--- config.mk ---
export PLATFORM = sky130hd
export DESIGN_NAME = router_sched_flat
export DESIGN_NICKNAME = d
export VERILOG_FILES = /design/src/rtl/router_sched_if.sv /design/src/rtl/router_sched.sv /design/src/flat_wrapper.sv
export SDC_FILE = /design/constraint.sdc
export NUM_CORES = 1
export LEC_CHECK = 0
export CAP_MARGIN = 5
export CORE_AREA = 5 5 158 100
export DETAILED_ROUTE_END_ITERATION = 7
export DIE_AREA = 0 0 163 105
export GPL_TIMING_DRIVEN = 0
export PLACE_DENSITY = 0.59
export SLEW_MARGIN = 5
export SYNTH_ARGS = -nofsm -noshare
export SYNTH_HDL_FRONTEND = slang
export SYNTH_SLANG_ARGS = --single-unit
--- constraint.sdc ---
create_clock -name clk -period 6 [get_ports clk]
set_input_delay 1.2 -clock clk [delete_from_list [all_inputs] [get_ports clk]]
set_output_delay 1.2 -clock clk [all_outputs]
set_load 0.05 [all_outputs]
--- src/rtl/router_sched_if.sv ---
// Requester-side handshake, credit returns and router datapath bundle for router_sched.
// The master modport is the requester/router side; the scheduler takes the slave modport.
interface router_sched_if #(
  parameter int DATA_WIDTH = 32
);
  logic [3:0]              req_valid;
  logic [7:0]              req_addr;
  logic [4*DATA_WIDTH-1:0] req_data;
  logic [3:0]              req_ready;
  logic [3:0]              dst_credit_ret;
  logic [DATA_WIDTH-1:0]   din;
  logic                    din_en;
  logic [1:0]              addr;

  modport master (
    output req_valid, req_addr, req_data, dst_credit_ret,
    input  req_ready, din, din_en, addr
  );

  modport slave (
    input  req_valid, req_addr, req_data, dst_credit_ret,
    output req_ready, din, din_en, addr
  );
endinterface

--- src/rtl/router_sched.sv ---
// Credit-based round-robin scheduler feeding the 1-to-4 router, with a flush/drain FSM.
// Optional sticky over-return flag on output credit_err when ROUTER_SCHED_CREDIT_ERR_EN is defined.
//
// state   | meaning
// --------+-------------------------------------------------------------
// S_RUN   | arbitration enabled; flush moves to S_DRAIN
// S_DRAIN | grants blocked; when all credits are full pulse flush_done, go S_RUN
module router_sched #(
  parameter int DATA_WIDTH = 32,
  parameter int CREDITS    = 4
) (
  input  logic           clk,
  input  logic           resetn,
  router_sched_if.slave  bus,
  input  logic           flush,
  output logic           flush_done
`ifdef ROUTER_SCHED_CREDIT_ERR_EN
  ,
  output logic           credit_err
`endif
);
  localparam int CW = $clog2(CREDITS + 1);
  localparam logic [CW-1:0] CMAX = CW'(CREDITS);

  typedef enum logic {S_RUN, S_DRAIN} state_t;

  state_t        state, state_nxt;
  logic [CW-1:0] credit     [4];
  logic [CW-1:0] credit_nxt [4];
  logic [1:0]    dst [4];
  logic [3:0]    full_vec;
  logic          all_full;
  logic [3:0]    elig;
  logic [3:0]    grant;
  logic          gnt_any;
  logic [1:0]    gnt_idx;
  logic [1:0]    gnt_dst;
  logic [1:0]    idx;
  logic [1:0]    rr_ptr;

  always_comb begin
    for (int i = 0; i < 4; i++) begin
      dst[i]      = bus.req_addr[2*i +: 2];
      full_vec[i] = (credit[i] == CMAX);
    end
  end

  assign all_full = &full_vec;

  // Gating with resetn keeps req_ready low while reset is held, even though
  // the reset state itself (RUN, full credits) would otherwise allow grants.
  always_comb begin
    for (int i = 0; i < 4; i++) begin
      elig[i] = resetn && bus.req_valid[i] && (state == S_RUN) &&
                (credit[dst[i]] != '0);
    end
  end

  always_comb begin
    grant   = '0;
    gnt_any = 1'b0;
    gnt_idx = rr_ptr;
    idx     = rr_ptr;
    for (int k = 0; k < 4; k++) begin
      idx = rr_ptr + 2'(k);
      if (!gnt_any && elig[idx]) begin
        gnt_any = 1'b1;
        gnt_idx = idx;
      end
    end
    if (gnt_any) grant[gnt_idx] = 1'b1;
  end

  assign bus.req_ready = grant;
  assign gnt_dst       = dst[gnt_idx];

  // A grant and a return to the same destination cancel out; returns at full are dropped.
  always_comb begin
    for (int d = 0; d < 4; d++) begin
      credit_nxt[d] = credit[d];
      if (gnt_any && (gnt_dst == 2'(d))) begin
        if (!bus.dst_credit_ret[d]) credit_nxt[d] = credit[d] - CW'(1);
      end else if (bus.dst_credit_ret[d] && !full_vec[d]) begin
        credit_nxt[d] = credit[d] + CW'(1);
      end
    end
  end

  always_ff @(posedge clk or negedge resetn) begin
    if (!resetn) begin
      for (int d = 0; d < 4; d++) credit[d] <= CMAX;
    end else begin
      for (int d = 0; d < 4; d++) credit[d] <= credit_nxt[d];
    end
  end

  always_ff @(posedge clk or negedge resetn) begin
    if (!resetn) state <= S_RUN;
    else         state <= state_nxt;
  end

  always_comb begin
    state_nxt  = state;
    flush_done = 1'b0;
    case (state)
      S_RUN: begin
        if (flush) state_nxt = S_DRAIN;
      end
      S_DRAIN: begin
        if (all_full) begin
          flush_done = 1'b1;
          state_nxt  = S_RUN;
        end
      end
      default: state_nxt = S_RUN;
    endcase
  end

  always_ff @(posedge clk or negedge resetn) begin
    if (!resetn) begin
      bus.din    <= '0;
      bus.addr   <= '0;
      bus.din_en <= 1'b0;
      rr_ptr     <= '0;
    end else begin
      bus.din_en <= gnt_any;
      if (gnt_any) begin
        bus.din  <= bus.req_data[gnt_idx*DATA_WIDTH +: DATA_WIDTH];
        bus.addr <= gnt_dst;
        rr_ptr   <= gnt_idx + 2'd1;
      end
    end
  end

`ifdef ROUTER_SCHED_CREDIT_ERR_EN
  always_ff @(posedge clk or negedge resetn) begin
    if (!resetn)                            credit_err <= 1'b0;
    else if (|(bus.dst_credit_ret & full_vec)) credit_err <= 1'b1;
  end
`endif

endmodule

--- src/flat_wrapper.sv ---
// flat-port wrapper written by rule: the top's interface ports become plain ports
module router_sched_flat 
#(
  parameter int DATA_WIDTH = 32,
  parameter int CREDITS    = 4
)
  (clk, resetn, flush, flush_done, bus_req_valid, bus_req_addr, bus_req_data, bus_dst_credit_ret, bus_req_ready, bus_din, bus_din_en, bus_addr);
  router_sched_if #(.DATA_WIDTH(DATA_WIDTH)) bus_i ();
  input  logic clk;
  input  logic resetn;
  input  logic flush;
  output logic flush_done;
  input wire logic [$bits(bus_i.req_valid)-1:0] bus_req_valid;
  input wire logic [$bits(bus_i.req_addr)-1:0] bus_req_addr;
  input wire logic [$bits(bus_i.req_data)-1:0] bus_req_data;
  input wire logic [$bits(bus_i.dst_credit_ret)-1:0] bus_dst_credit_ret;
  output wire logic [$bits(bus_i.req_ready)-1:0] bus_req_ready;
  output wire logic [$bits(bus_i.din)-1:0] bus_din;
  output wire logic [$bits(bus_i.din_en)-1:0] bus_din_en;
  output wire logic [$bits(bus_i.addr)-1:0] bus_addr;
  assign bus_i.req_valid = bus_req_valid;
  assign bus_i.req_addr = bus_req_addr;
  assign bus_i.req_data = bus_req_data;
  assign bus_i.dst_credit_ret = bus_dst_credit_ret;
  assign bus_req_ready = bus_i.req_ready;
  assign bus_din = bus_i.din;
  assign bus_din_en = bus_i.din_en;
  assign bus_addr = bus_i.addr;
  router_sched #(.DATA_WIDTH(DATA_WIDTH), .CREDITS(CREDITS)) u_core (.clk(clk), .resetn(resetn), .bus(bus_i), .flush(flush), .flush_done(flush_done));
endmodule
==> metrics, run 1 <==
Netlist cell types=59; wire length of the first global-routing pass=approximately 23 mm; Clock Latency Late Sink=0.29 ns; first-pass iteration count of the detailed router=4; overall die area=around 17000 sq um; quantity of hold-fixing buffers added after cts=0; power density cells=about 460 nW/um^2; Tightest Pin Transition=0.786 ns; maximum ir drop on the vdd rail=between 0.15 and 0.2 mV; maximum number of pins on one net before global-route repair=29; wire length on met3=roughly 1.3 mm; prevailing post-synth register cell=dfrtp_1; worst hold path depth=2; port bufs=185; number of primary I/O pins=~190; worst hold endpoint=u_core.bus.din[3]$_DFFE_PN0P_; number of synthesized flops with an enable pin=0; initial core utilization=29.3%; maximum number of buffers from clock root to sink=2; worst setup slack for register-to-register paths=just under 2 ns; worst hold path class=reg -> reg; top achievable clock speed=177 MHz; run status=complete, no violations; Die Width=163 um; die outline height=105 um; Synth area leaders=dfrtp_1, mux2i_1, mux2_2, nand2_1, o21ai_0; setup fix buffers added after clock tree synthesis=0; number of max-capacitance violations reported=0; share of final-layout standard cells stronger than drive strength 1=between 10% and 20%; share of the clock period used by the worst path=between 90% and 100%; number of placement rows=34; area share of the largest cell type after synthesis=between 20 and 30%; area of the core=roughly 14000 sq um; Metal-1 WL=6.80 mm; fin nets=805; worst hold start=u_core.bus.din[3]$_DFFE_PN0P_; number of instances in the synthesized netlist=457; worst hold slack=roughly 0.5 ns; Fin. Hold Viols=0; placer's final routability congestion estimate=~0.89; largest driver fanout on the critical path=11; crit end category=primary output; library cell contributing the largest single delay on the critical path=clkdlybuf4s50_1; detailed-route wire length=about 15 mm; Iter 0 DRT Violations=317; antenna violations before repair=0; number of diodes=0; TritonCTS clock tree=yes; unrepaired setup endpoints after global routing=no; family with the most delay on the worst path=simple AND/OR/NAND/NOR gates; ANT nets after route=0; area delta synth->final=55.0%; net count after synthesis=just over 600; vias per inst=between 4 and 5; number of register bits inferred by synthesis=50; clk sinks=50; delay of the slowest cell on the worst path=0.57 ns; number of cells after detailed placement=approximately 840; WP data required=between 4 and 5 ns; Finished Layout Cells=849; leakage component of the power=between 0.002 and 0.003 uW; Met2 Wirelength=6.27 mm; Root Driver=clkbuf_16; post-synthesis instance area=4140 sq um; Buffers & Inverters on Critical Path=4; Critical Path Most Common Cell=buf_4; grt ovf=0; via count of the first global-routing pass=4331; half-perimeter wire length after placement=11.8 mm; clock buffer count from CTS=5; number of cells on the worst reg-to-reg path=13; number of levels the H-tree was split into=2; final number of setup-violating endpoints=0; worst slew margin relative to its limit=47.2%; Yosys warnings=0; worst reg2reg startpoint=u_core.credit[9]$_DFFE_PN0P_; proportion of synthesized chip area in sequential cells=a little under a third; top cell type by total area after synthesis=dfrtp_1; min Tclk post-route=around 5.7 ns; maximum clock skew at final layout=roughly 0.0057 ns; overall global routing resource usage=16.3%; Reg2Reg Capture Point=u_core.credit[2]$_DFFE_PN1P_; data arrival time at the worst-slack endpoint=between 4 and 5 ns; Routed WL per cell=around 17 um; Async S/R FF share, synth=100%; startpoint type of the worst setup path=primary input; highest routing layer actually used=met4; total count of max-transition violations in the final report=0; ordered cell list for the critical path=clkdlybuf4s50_1 -> nand2b_1 -> nor4_1 -> nor3_1 -> o311ai_4 -> nand2_4 -> buf_4 -> buf_4 -> ha_1 -> and2_1 -> clkbuf_2; mean instance size in the synthesized netlist=approximately 9.1 sq um; via count=approximately 4.2k; type of the worst setup path=in -> out; DRC=0; CTS clock-pin slew for the worst setup and hold paths=0.07 ns
==> state kept, by name, summed over array words and instances, names as in the netlist <==
signal,count
u_core.bus.din,32
u_core.credit,12
u_core.bus.addr,2
u_core.rr_ptr,2
u_core.bus.din_en,1
u_core.state,1
==> cells by family (layout without fill, tap and decap cells) <==
group,Yosys count,after routing,synth area share [%]
AO/OA/AOI/OAI,106,106,18.1
multiplexers,106,106,26.8
buffers and inverters,52,246,5.68
AND/OR/NAND/NOR,135,135,16.0
flip-flops,50,50,30.3
adder cells (fa/ha/maj),8,8,3.14
==> worst reg2reg max path: stages, from the launching register on <==
cell	delay [ns]
dfrtp_1	0.39
buf_6	0.14
or3_1	0.40
o311ai_1	0.49
nor3_1	0.20
o311ai_4	0.45
nand2_4	0.20
inv_1	0.20
a311o_1	0.36
nand2_1	0.17
fa_1	0.45
nor4b_1	0.32
o2bb2ai_1	0.09
and2_1	0.14
==> power breakdown <==
part	switching, uW	internal (uW)	leakage (uW)
logic	1160	818	0.00201
clock network	131	197	0.0000771
registers	110	509	0.000613
total	1400	1520	0.00270
==> synthesized netlist by cell type (all sizes together) (5+ instances only) <==
master   n
mux2    38
nor4    12
clkbuf  11
inv     21
nand2b   6
a211o    5
o21ai   42
and3     5
dfrtp   46
mux2i   68
nand3    7
nand2   59
buf     20
and2     6
a21oi   19
nor2    18
==> per-layer routing <==
metal  up-vias  track usage (%)
li1       2060                -
met1      1998             22.3
met2       163             25.9
met3        10             4.72
met4         0             3.29
met5         -                0
==> how the worst max path moves through the flow <==
stage	startpoint	to	slack, ns	cells after the start
3_3_place_gp	resetn	bus_req_ready[0]	-2.39	11
5_1_grt	resetn	bus_req_ready[2]	0.08	12
4_1_cts	resetn	bus_req_ready[3]	0.006	12
3_5_place_dp	resetn	bus_req_ready[0]	-0.69	12
6_report	bus_req_addr[5]	bus_req_ready[3]	0.34	11
2_1_floorplan	bus_req_addr[0]	bus_req_ready[0]	1.29	10
==> per-stage QoR <==
stage	setup TNS (ns)	cell area (sq um)	power, uW	util, %	setup WS, ns
final	0	6420	2920	45.4	0.338
after global routing	0	6420	3140	45.4	0.0777
after CTS	0	6430	2950	45.5	0.00595
after detailed placement	-2.72	6260	2610	44.3	-0.689
after floorplan	0	4140	1970	-	1.29
after global placement	-43.53	6240	2570	44.2	-2.39
==> placed cells by master (no fill, tap or decap), drive strengths merged, types with 18 or more instances in the layout <==
cell type and count:
a21oi 19, buf 22, clkbuf 21, clkdlybuf4s50 180, dfrtp 46, inv 21
mux2 38, mux2i 68, nand2 59, nor2 18, o21ai 42
==> area by class of cell <==
type / count / area, sq um
clock inverter: 2 / 37.5
inverter: 21 / 78.8
multi-input combinational: 355 / 2660
buffer: 31 / 156
fill: 1376 / 7710
timing repair buffer: 186 / 1850
clock buffer: 6 / 129
sequential: 50 / 1260
tap: 198 / 248
==> timing repair <==
action                     CTS  global route
resized for setup           10             8
setup endpoints to repair    4             4
pin swaps                    0             0
hold endpoints to repair     0             0
Note: power is estimated with default switching activity, not from simulation.
==> run 2, diff against run 1 <==
CTS_CLUSTER_DIAMETER = 60   (was unset)
RECOVER_POWER = 25   (was unset)
==> results of run 2 <==
Final layout, timing and power as in run 1 (identical DEF).
==> run 3, diff against run 2 <==
TNS_END_PERCENT = 30   (was unset)
==> run 3 against run 2 <==
Net effect:
- sequential share of layout area unchanged
- via count increased by 0.12%
- critical endpoint unchanged
- wire length increased by 0.23%
- critical path type unchanged
- cell count unchanged
- largest power group unchanged
- flip-flop and latch count unchanged
- global-route usage unchanged
- worst hold slack got worse by 0.0011 ns
- sequential power about the same
==> metrics, run 3 (same netlist as run 1, synthesis figures left out) <==
Reg2Reg Capture Point=u_core.credit[8]$_DFFE_PN1P_; antenna violations before repair=0 (unchanged); wire length of the first global-routing pass=22.7 mm (about the same); Reg power frac=21.1% (about the same); overall global routing resource usage=16.3% (unchanged); combined area of the multi-input logic cells=2660 sq um (unchanged); Regs by FF count=u_core.bus.din x32, u_core.credit x12; number of primary I/O pins=187 (unchanged); min Tclk post-route=5.64 ns (-0.0230 ns); crit end category=primary output; data arrival time at the worst-slack endpoint=4.44 ns (-0.02 ns); WP data required=4.80 ns (about the same); startpoint type of the worst setup path=primary input; Final Power=2920 uW (about the same); final std cell area, no fill=6420 sq um (unchanged); timing startpoint of the critical path=bus_req_addr[4]; port bufs=185 (unchanged); run status=complete, no violations; maximum number of pins on one net before global-route repair=29 (unchanged); maximum clock skew at final layout=0.00398 ns (-0.00172 ns); clk sinks=50 (unchanged); worst setup slack for register-to-register paths=1.94 ns (about the same); largest driver fanout on the critical path=11 (unchanged); global-route layer with the greatest usage=met2; initial core utilization=29.3% (unchanged); final number of setup-violating endpoints=0 (unchanged); worst slew margin relative to its limit=47.8% (+0.60 points); placer's final routability congestion estimate=0.890 (unchanged); power density cells=456 nW/um^2 (about the same); number of max-capacitance violations reported=0 (unchanged); vias per inst=4.99 (+0.12%); via count of the first global-routing pass=4330 (-0.023%); Finished Layout Cells=849 (unchanged); number of flip-flops under the largest register name=32 (unchanged); first-pass iteration count of the detailed router=4 (unchanged); area post-placement=6260 sq um (unchanged); fraction of power consumed by the clock network=11.3% (about the same); maximum ir drop on the vdd rail=0.158 mV (+0.28%); DRC=0 (unchanged); quantity of hold-fixing buffers added after cts=0 (unchanged); Clock Latency Late Sink=0.29 ns (about the same); die outline height=105 um (unchanged); number of placement rows=34 (unchanged); number of levels the H-tree was split into=2 (unchanged); worst setup path endpoint=bus_req_ready[3]; Gate power share=67.6% (about the same); number of cells on the worst reg-to-reg path=14 (+1); Tightest Pin Transition=0.777 ns (-0.00890 ns); top library cells by usage in the layout, fill and taps aside=clkdlybuf4s50_1, mux2i_1, nand2_1; Die Width=163 um (unchanged); Filler Cell Count=1376 (unchanged); top achievable clock speed=177 MHz (+0.41%); Largest Register=u_core.bus.din; overall die area=17100 sq um (unchanged); Fin. Hold Viols=0 (unchanged); grt ovf=0 (unchanged); unrepaired setup endpoints after global routing=no; Routed WL per cell=17.1 um (+0.23%); Switching Fraction=47.9% (about the same); setup fix buffers added after clock tree synthesis=0 (unchanged); cell internal power dissipation=1520 uW (about the same); ANT nets after route=0 (unchanged); most frequent standard cell in the layout excluding fill and tap cells=clkdlybuf4s50_1; clock buffer count from CTS=5 (unchanged); TritonCTS clock tree=yes; via count=4236 (+0.12%); M2 GR Usage=25.9% (unchanged); worst hold path class=reg -> reg; area of the core=14100 sq um (unchanged); post-layout utilization of the core=45.4% (unchanged); worst reg2reg startpoint=u_core.credit[9]$_DFFE_PN0P_; detailed-route wire length=14.5 mm (+0.23%); combined flip-flop and latch cell area=1260 sq um (unchanged); leakage component of the power=0.00270 uW (unchanged); fin nets=805 (unchanged); number of cells after detailed placement=841 (unchanged); switching power=1400 uW (+0.13%); share of the clock period used by the worst path=94.0% (-0.38 points); number of diodes=0 (unchanged); maximum number of buffers from clock root to sink=2 (unchanged); met1 Track Usage GR=22.3% (unchanged); half-perimeter wire length after placement=11.8 mm (unchanged); share of final-layout standard cells stronger than drive strength 1=12.9% (unchanged); total count of max-transition violations in the final report=0 (unchanged); area delta synth->final=55.0% (unchanged); met3 Track Usage GR=4.72% (unchanged); type of the worst setup path=in -> out; Iter 0 DRT Violations=272 (-14%); Root Driver=clkbuf_16; CTS clock-pin slew for the worst setup and hold paths=0.07 ns (about the same)
-- run 3: what timing repair did --
action                                  in CTS  in global routing
endpoints found under the hold margin        0                  0
resized for setup                            6                 11
endpoints found under the setup margin       4                  4
-- run 3: per-layer routing --
layer  up-vias  wire length [um]
met5         -                 0
li1       2060                 -
met2       164              6280
met1      2002              6800
met4         0               136
met3        10              1320
-- run 3: worst max-delay path, stage by stage --
cell and delay, ns:
clkdlybuf4s50_1 0.69, nand2b_1 0.12, nor4_1 0.50, nor3_1 0.23, o311ai_4 0.45, nand2_4 0.19, buf_4 0.25, buf_4 0.22
ha_1 0.19, and2_1 0.13, clkbuf_2 0.24
-- run 3: power groups by stage --
stage	clock (uW)	sequential, uW	combinational, uW
6_report	330	619	1980
5_1_grt	351	642	2140
4_1_cts	339	619	1990
3_5_place_dp	0	621	1980
3_3_place_gp	0	616	1960
2_1_floorplan	0	1010	957
-- run 3: final cells by class --
| cell class | instances | area share (%) |
|---|---|---|
| Buffer | 31 | 2.44 |
| Clock buffer | 6 | 2.01 |
| Clock inverter | 2 | 0.585 |
| Inverter | 21 | 1.23 |
| Multi-Input combinational cell | 355 | 41.5 |
| Sequential cell | 50 | 19.6 |
| Tap cell | 198 | 3.86 |
| Timing Repair Buffer | 186 | 28.8 |
-- run 3: how the worst min path moves through the flow --
stage	endpoint	start	slack, ns	cells after the start
after detailed placement	u_core.bus.din[14]$_DFFE_PN0P_	u_core.bus.din[14]$_DFFE_PN0P_	0.47	2
after global routing	u_core.bus.din[28]$_DFFE_PN0P_	u_core.bus.din[28]$_DFFE_PN0P_	0.51	2
after global placement	u_core.bus.din[6]$_DFFE_PN0P_	u_core.bus.din[6]$_DFFE_PN0P_	0.46	2
final	u_core.bus.din[3]$_DFFE_PN0P_	u_core.bus.din[3]$_DFFE_PN0P_	0.49	2
after floorplan	u_core.state$_DFF_PN0_	u_core.state$_DFF_PN0_	0.52	2
after CTS	u_core.bus.din[14]$_DFFE_PN0P_	u_core.bus.din[14]$_DFFE_PN0P_	0.49	2
-- run 3: metrics by stage --
step / TNS (ns) / worst slack, ns / hold slack, ns
CTS: -0.280 / -0.269 / 0.488
global route: 0 / 0.0796 / 0.511
floorplan: 0 / 1.29 / 0.523
detailed placement: -2.72 / -0.689 / 0.472
global placement: -43.53 / -2.39 / 0.461
finish: 0 / 0.361 / 0.487
